File: src/rtl/st_buffer.sv
// Store-formatting buffer: lane-aligns store data, builds byte strobes and queues
// word-aligned writes in a FIFO drained to memory. Optional macro: ST_MISALIGN_SPLIT_EN.
module st_buffer #(
    parameter int XLEN   = 32,
    parameter int ADDR_W = 32,
    parameter int DEPTH  = 4
) (
    input  logic                    clk,
    input  logic                    rst,
    input  logic                    in_valid,
    output logic                    in_ready,
    input  logic [2:0]              in_funct3,
    input  logic [ADDR_W-1:0]       in_addr,
    input  logic [XLEN-1:0]         in_data,
    output logic                    mem_valid,
    input  logic                    mem_ready,
    output logic [ADDR_W-1:0]       mem_addr,
    output logic [XLEN-1:0]         mem_wdata,
    output logic [XLEN/8-1:0]       mem_wstrb,
    output logic                    err,
    output logic [$clog2(DEPTH):0]  count,
    output logic                    empty
);
    localparam int NB    = XLEN / 8;
    localparam int OFFW  = $clog2(NB);
    localparam int PW    = $clog2(DEPTH);
    localparam int CW    = PW + 1;
    localparam bit SD_OK = (XLEN == 64);

    logic [PW-1:0]     wr_ptr_q, wr_ptr_d, rd_ptr_q, rd_ptr_d;
    logic [CW-1:0]     count_q, count_d;
    logic              err_q, err_d;

    logic [ADDR_W-1:0] addr_mem_q [DEPTH];
    logic [XLEN-1:0]   data_mem_q [DEPTH];
    logic [NB-1:0]     strb_mem_q [DEPTH];

    logic [OFFW-1:0]   off;
    logic [2*NB-1:0]   mask_w, strb_w;
    logic              illegal, crossing, drop, accept, pop;
    logic [1:0]        push_n;
    logic [ADDR_W-1:0] addr0;
    logic [XLEN-1:0]   data0;
    logic [NB-1:0]     strb0;

    assign off = in_addr[OFFW-1:0];

    always_comb begin
        mask_w = '0;
        case (in_funct3[1:0])
            2'b00:   mask_w = (2*NB)'(8'h01);
            2'b01:   mask_w = (2*NB)'(8'h03);
            2'b10:   mask_w = (2*NB)'(8'h0F);
            default: mask_w = (2*NB)'(8'hFF);
        endcase
    end

    // A store crosses the word exactly when any strobe lands in the upper half
    assign strb_w   = mask_w << off;
    assign crossing = |strb_w[2*NB-1:NB];
    assign illegal  = in_funct3[2] || (!SD_OK && (in_funct3[1:0] == 2'b11));
    assign addr0    = {in_addr[ADDR_W-1:OFFW], {OFFW{1'b0}}};
    assign strb0    = strb_w[NB-1:0];

`ifdef ST_MISALIGN_SPLIT_EN
    logic [2*XLEN-1:0] data_w;
    logic [ADDR_W-1:0] addr1;
    logic [XLEN-1:0]   data1;
    logic [NB-1:0]     strb1;

    assign data_w   = {{XLEN{1'b0}}, in_data} << {off, 3'b000};
    assign data0    = data_w[XLEN-1:0];
    assign data1    = data_w[2*XLEN-1:XLEN];
    assign addr1    = addr0 + ADDR_W'(NB);
    assign strb1    = strb_w[2*NB-1:NB];
    assign in_ready = (count_q <= CW'(DEPTH - 2));
    assign drop     = illegal;
    assign push_n   = illegal ? 2'd0 : (crossing ? 2'd2 : 2'd1);
`else
    assign data0    = in_data << {off, 3'b000};
    assign in_ready = (count_q != CW'(DEPTH));
    assign drop     = illegal || crossing;
    assign push_n   = drop ? 2'd0 : 2'd1;
`endif

    assign accept = in_valid && in_ready;
    assign pop    = (count_q != '0) && mem_ready;

    always_comb begin
        wr_ptr_d = wr_ptr_q;
        rd_ptr_d = rd_ptr_q;
        count_d  = count_q;
        err_d    = 1'b0;
        if (accept) begin
            wr_ptr_d = wr_ptr_q + PW'(push_n);
            err_d    = drop;
        end
        if (pop) begin
            rd_ptr_d = rd_ptr_q + PW'(1);
        end
        count_d = count_q + (accept ? CW'(push_n) : CW'(0)) - CW'(pop);
    end

    always_ff @(posedge clk or posedge rst) begin
        if (rst) begin
            wr_ptr_q <= '0;
            rd_ptr_q <= '0;
            count_q  <= '0;
            err_q    <= 1'b0;
        end else begin
            wr_ptr_q <= wr_ptr_d;
            rd_ptr_q <= rd_ptr_d;
            count_q  <= count_d;
            err_q    <= err_d;
        end
    end

    // Payload storage needs no reset; outputs are masked while the FIFO is empty
    always_ff @(posedge clk) begin
        if (accept && (push_n != 2'd0)) begin
            addr_mem_q[wr_ptr_q] <= addr0;
            data_mem_q[wr_ptr_q] <= data0;
            strb_mem_q[wr_ptr_q] <= strb0;
        end
`ifdef ST_MISALIGN_SPLIT_EN
        if (accept && (push_n == 2'd2)) begin
            addr_mem_q[wr_ptr_q + PW'(1)] <= addr1;
            data_mem_q[wr_ptr_q + PW'(1)] <= data1;
            strb_mem_q[wr_ptr_q + PW'(1)] <= strb1;
        end
`endif
    end

    assign empty     = (count_q == '0);
    assign mem_valid = !empty;
    assign count     = count_q;
    assign err       = err_q;
    assign mem_addr  = mem_valid ? addr_mem_q[rd_ptr_q] : '0;
    assign mem_wdata = mem_valid ? data_mem_q[rd_ptr_q] : '0;
    assign mem_wstrb = mem_valid ? strb_mem_q[rd_ptr_q] : '0;

endmodule

File: config.mk
export PLATFORM = sky130hd
export DESIGN_NAME = st_buffer
export DESIGN_NICKNAME = d
export VERILOG_FILES = /design/src/rtl/st_buffer.sv
export SDC_FILE = /design/constraint.sdc
export NUM_CORES = 1
export LEC_CHECK = 0
export CAP_MARGIN = 0
export CORE_AREA = 10 10 177 179
export CTS_CLUSTER_SIZE = 40
export DETAILED_ROUTE_END_ITERATION = 8
export DIE_AREA = 0 0 187 189
export GPL_TIMING_DRIVEN = 0
export HOLD_SLACK_MARGIN = 0.02
export PLACE_DENSITY = 0.6
export SYNTH_ARGS = -nofsm -noshare
export SYNTH_HDL_FRONTEND = slang
export SYNTH_SLANG_ARGS = --single-unit
File: constraint.sdc
create_clock -name clk -period 10.03 [get_ports clk]
set_input_delay 3.009 -clock clk [delete_from_list [all_inputs] [get_ports clk]]
set_output_delay 3.009 -clock clk [all_outputs]
set_load 0.02 [all_outputs]
Word level (Yosys, flattened, before mapping)
Memories as Yosys holds them, arrays and structs flattened.
Index checks and enable logic that the tools add are counted.
{"block": "totals", "regBits": 8, "mem_bits_rw": 264, "in_bits": 71, "out_inout_bits": 75, "word_cells": 37, "memories": 3}
{"name": "data_mem_q", "words": 4, "width": 32, "read_ports": 1, "rd_ports_with_merged_regs": 0, "write_ports": 1, "line_no": "35", "source": "logic [XLEN-1:0] data_mem_q [DEPTH];"}
{"name": "addr_mem_q", "words": 4, "width": 30, "read_ports": 1, "rd_ports_with_merged_regs": 0, "write_ports": 1, "line_no": "34", "source": "logic [ADDR_W-1:0] addr_mem_q [DEPTH];"}
{"name": "strb_mem_q", "words": 4, "width": 4, "read_ports": 1, "rd_ports_with_merged_regs": 0, "write_ports": 1, "line_no": "36", "source": "logic [NB-1:0] strb_mem_q [DEPTH];"}
{"block": "op_classes", "addsub": 4, "eq_ne": 4, "shifts": 2, "muxes": 9, "reduce_logical": 11}
{"operator": "two-way mux 32 bit", "n": 2}
{"operator": "left shift 32 x 5 -> 32 bit", "n": 1}
{"operator": "one-hot mux 8 bit (3 select lines)", "n": 1}
{"operator": "left shift 8 x 2 -> 8 bit", "n": 1}
{"operator": "two-way mux 1 bit", "n": 5}
{"operator": "== test 2 bit (second input constant)", "n": 2}
{"operator": "two-way mux 4 bit", "n": 1}
{"operator": "OR reduction 4 bit", "n": 1}
{"operator": "adder 3 x 1 -> 3 bit", "n": 1}
{"operator": "logical AND 1 bit", "n": 3}
{"operator": "logical NOT 3 bit", "n": 1}
{"operator": "!= test 3 bit (second input constant)", "n": 1}
{"operator": "nonzero test 3 bit", "n": 1}
{"operator": "subtractor 3 x 1 -> 3 bit", "n": 1}
{"operator": "adder 2 x 1 -> 2 bit", "n": 1}
{"operator": "adder 2 x 1 -> 2 bit (second input constant)", "n": 1}
{"operator": "== test 2 x 1 -> 1 bit (second input constant)", "n": 1}
{"operator": "logical NOT 2 bit", "n": 1}
{"operator": "logical OR 1 bit", "n": 2}
{"operator": "nonzero test 2 bit", "n": 1}
{"operator": "logical NOT 1 bit", "n": 1}

Depth between registers and ports, before layout
{"block": "logic_depth", "word_depth": 10, "ltp_mapped": 9}

Least setup slack after synthesis
No wires, ideal clock.
{"block": "synth_path", "path_type": "input port to flip-flop", "start": "input port in_addr[0]", "end": "memory addr_mem_q[1][0] in the netlist's numbering (enable)", "setup_time_ns": 0.676, "arrival_ns": 10.178, "t_required_ns": 9.354, "setup_slack_ns": -0.824, "path_stages": 3, "n_path_buf": 0, "cell_sequence": "a211oi_1 a21oi_1 nor4b_1"}
{"block": "synth_between", "elab_chain_cells": 8}
{"item": "start, declared", "line_no": "13", "source": "input logic [ADDR_W-1:0] in_addr,"}
{"item": "left shift 8 x 2 -> 8 bit", "line_no": "59", "source": "assign strb_w = mask_w << off;"}
{"item": "OR reduction 4 bit", "line_no": "60", "source": "assign crossing = |strb_w[2*NB-1:NB];"}
{"item": "logical OR 1 bit", "line_no": "82", "source": "assign drop = illegal || crossing;"}
{"item": "two-way mux 1 bit", "line_no": "83", "source": "assign push_n = drop ? 2'd0 : 2'd1;"}
{"item": "nonzero test 2 bit", "line_no": "120", "source": "if (accept && (push_n != 2'd0)) begin"}
{"item": "logical AND 1 bit", "line_no": "120"}
{"item": "two-way mux 1 bit", "line_no": "120"}
{"item": "two-way mux 1 bit (not written as such)", "line_no": "121", "source": "addr_mem_q[wr_ptr_q] <= addr0;"}
{"item": "end, declared", "line_no": "34"}
No other way between the ends.

Final worst setup path
{"block": "layout_path", "start": "register count_q[1] (netlist: count[1])", "end": "output port mem_wdata[25]"}
{"block": "layout_between", "elab_chain_cells": 2}
{"item": "start, declared", "line_no": "31", "source": "logic [CW-1:0] count_q, count_d;"}
{"item": "start signal, assigned", "line_no": "113", "source": "count_q <= count_d;"}
{"item": "logical NOT 3 bit", "line_no": "134", "source": "assign empty = (count_q == '0);"}
{"item": "two-way mux 32 bit", "line_no": "139", "source": "assign mem_wdata = mem_valid ? data_mem_q[rd_ptr_q] : '0;"}
{"item": "end, declared", "line_no": "18", "source": "output logic [XLEN-1:0] mem_wdata,"}
No other way between the ends.

==> impl_metrics.env <==
export IMPL_synth_ff_type="edfxtp_1"
export IMPL_place_gp_congestion=0.834
export IMPL_synth_area_leader_cell="edfxtp_1"
export IMPL_ctsResizeCount=0
export IMPL_antenna_cells=0
export IMPL_yosys_warnings=0
export IMPL_grt_max_degree=14
export IMPL_die_h_um=189
export IMPL_fill_cells=2292
export IMPL_avgSynthCellArea_um2=19.9
export IMPL_ys_top_cells_by_area="edfxtp_1, mux4_2, and2_1"
export IMPL_grt_pass1_wl_mm=38.1
export IMPL_syn_inst=553
export IMPL_fin_crit_sh_pct=61.1
export IMPL_cts_root_buf="clkbuf_16"
export IMPL_fp_dieW_um=187
export IMPL_overflow=0
export IMPL_slowest_delay_ns=0.64
export IMPL_port_buffers=143
export IMPL_cp_end_kind="primary output"
export IMPL_maxCapViolations=0
export IMPL_synth_seq_area_share_pct=74.0
export IMPL_cpMostUsedCell="clkbuf_1"
export IMPL_core_area_mm2=0.0276
export IMPL_netlist_area_mm2=0.0110
export IMPL_dp_cells=1110
export IMPL_hold_viol_final=0
export IMPL_synth_top_cell_area_share_pct=72.2
export IMPL_r2r_slack_ns=7.23
export IMPL_area_growth_pct=29.8
export IMPL_rsz0062_at_grt="no"
export IMPL_nNetsFinal=838
export IMPL_worstPathMaxFanout=10
export IMPL_crit_required_ns=7.02
export IMPL_setup_viol=0
export IMPL_relSlewSlack_pct=31.7
export IMPL_slew_viol_final=0
export IMPL_htreeDepth=1
export IMPL_start_util_pct=39.8
export IMPL_wl_per_cell_um=21.5
export IMPL_critPathArrivalTime_ns=3.12
export IMPL_ys_types=32
export IMPL_die_area_mm2=0.0353
export IMPL_grt_pass1_vias=6363
export IMPL_power_total_mw=4.01
export IMPL_critPathBufInv=4
export IMPL_synth_edff_count=264
export IMPL_clk_pin_slew_ns=0.06
export IMPL_worst_clock_skew_ns=0.0159
export IMPL_drive_gt1_share_pct=21.5
export IMPL_crit_family="buffers and inverters"
export IMPL_fin_tns_setup_ns=0
export IMPL_drc=0
export IMPL_drt_total_wl_mm=25.0
export IMPL_fmax_mhz=163
export IMPL_post_route_min_period_ns=6.13
export IMPL_startpoint_type="flip-flop"
export IMPL_p_leak_nw=4.78
export IMPL_ir_worst_vdd_v=0.000168
export IMPL_insertion_delay_ns=0.54
export IMPL_postCtsSetupBuffers=0
export IMPL_ys_async_sr_fraction_pct=2.94
export IMPL_dr_total_vias=5855
export IMPL_p_per_area_mw_per_mm2=281
export IMPL_cts_tree="yes"
export IMPL_path_class="reg2out"
export IMPL_cts_buffer_depth=3
export IMPL_dp_hpwl_mm=18.3
export IMPL_cts_hold_buffers=0
export IMPL_crit_chain="or3_1, clkbuf_1, buf_2, clkbuf_1, and2_1, clkdlybuf4s50_1"
export IMPL_drt_pass1_iterations=5
export IMPL_antenna_found_initial=0
export IMPL_instances_no_fill=1163
export IMPL_row_count=61
export IMPL_hold_path_class="reg2reg"
export IMPL_cts_sinks=272
export IMPL_gr_usage_all_layers_pct=13.8
export IMPL_worst_slew_pin_slew_ns=1.02
export IMPL_ys_ff_latch=272
export IMPL_antenna_left=0
export IMPL_status="complete, no violations"
export IMPL_avgViaCountPerCell=5.03
export IMPL_first_iter_violations=358
export IMPL_cts_inserted_buffers=29
export IMPL_slowest_stage="clkdlybuf4s50_1"
export IMPL_ioPinCount=146
## final cells by class
cell class              count  area [um2]  area share [%]
flip-flops and latches    272        8130            57.0
clock inverters            12         181            1.27
clock buffers              41         811            5.68
multi-input cells         241        2650            18.6
well taps                 378         473            3.32
plain buffers              34         213            1.49
repair buffers            178        1780            12.5
inverters                   7        26.3           0.184
## layout by cell type, fill, tap and decap left out, types with 11 or more instances in the layout
master / Yosys / layout
and2_1: 75 / 75
buf_2: 11 / 11
buf_4: 4 / 20
buf_6: 1 / 17
clkbuf_1: 11 / 19
clkbuf_16: 0 / 29
clkdlybuf4s50_1: 0 / 143
edfxtp_1: 264 / 264
mux2i_1: 16 / 16
mux4_2: 66 / 66
nor2_1: 11 / 11
## flip-flops by register name (all words and copies together), names as in the netlist
| signal | count |
|---|---|
| data_mem_q | 128 |
| addr_mem_q | 120 |
| strb_mem_q | 16 |
| count | 3 |
| rd_ptr_q | 2 |
| wr_ptr_q | 2 |
| err | 1 |
## where the power goes
| group | switching, mW | internal [mW] | total (mW) |
|---|---|---|---|
| Combinational | 0.764 | 0.776 | 1.54 |
| Clock | 0.403 | 0.687 | 1.09 |
| Sequential | 0.0353 | 1.35 | 1.38 |
| Total | 1.20 | 2.81 | 4.01 |
## path summary, 6_finish.rpt
kind                               start                end  depth (start not counted)
worst min-delay path            count[2]           count[2]                          1
min in group asynchronous            rst           count[1]                          2
max in group asynchronous            rst           count[2]                          2
worst max-delay path            count[1]      mem_wdata[25]                          6
worst max register to register  count[2]  data_mem_q[2][17]                          6
worst min register to register  count[2]           count[2]                          1
## routing by layer
metal | GRT usage, % | up-vias | routed length [um]
met2 | 22.4 | 202 | 11800
met3 | 3.45 | 39 | 1680
met1 | 18.5 | 3000 | 11000
met4 | 3.07 | 0 | 452
met5 | 0 | - | 0
li1 | - | 2614 | -
## cells by family (layout without fill, tap and decap cells)
group / count (synthesis) / after routing / share of synthesized area, %
compound gates: 30 / 30 / 1.59
xor+xnor: 5 / 5 / 0.399
fa+ha+maj: 4 / 4 / 0.524
buf+inv: 41 / 272 / 2.18
flops: 272 / 272 / 74.0
mux: 83 / 83 / 15.1
other cells: 1 / 2 / 0.0341
simple gates: 117 / 117 / 6.19
## worst reg2reg max path: cells and delay by family, from the launching register on
kind / cells / cell delay [ns]
and+or+nand+nor: 3 / 1.38
buffers and inverters: 3 / 0.71
DFF: 1 / 0.43
## metrics by stage
stage / setup slack (ns) / instance area (um2) / hold WS [ns] / util, %
5_1_grt: 3.67 / 14300 / 0.588 / 51.6
4_1_cts: 3.82 / 14300 / 0.544 / 51.6
6_report: 3.90 / 14300 / 0.555 / 51.6
2_1_floorplan: -0.242 / 11000 / 0.522 / -
3_5_place_dp: 4.11 / 13300 / 0.536 / 48.0
3_3_place_gp: -6.21 / 12900 / 0.521 / 46.7
## cell usage after synthesis (4+ instances only)
| library cell | count |
|---|---|
| o21ai_0 | 10 |
| nand2_1 | 10 |
| dfrtp_1 | 8 |
| and2_1 | 75 |
| buf_1 | 4 |
| inv_1 | 7 |
| buf_4 | 4 |
| clkbuf_1 | 11 |
| mux4_2 | 66 |
| mux2i_1 | 16 |
| nor2_1 | 11 |
| nor2b_1 | 10 |
| a211oi_1 | 10 |
| buf_2 | 11 |
| a21oi_1 | 10 |
| edfxtp_1 | 264 |
(Power assumes the default switching activity.)
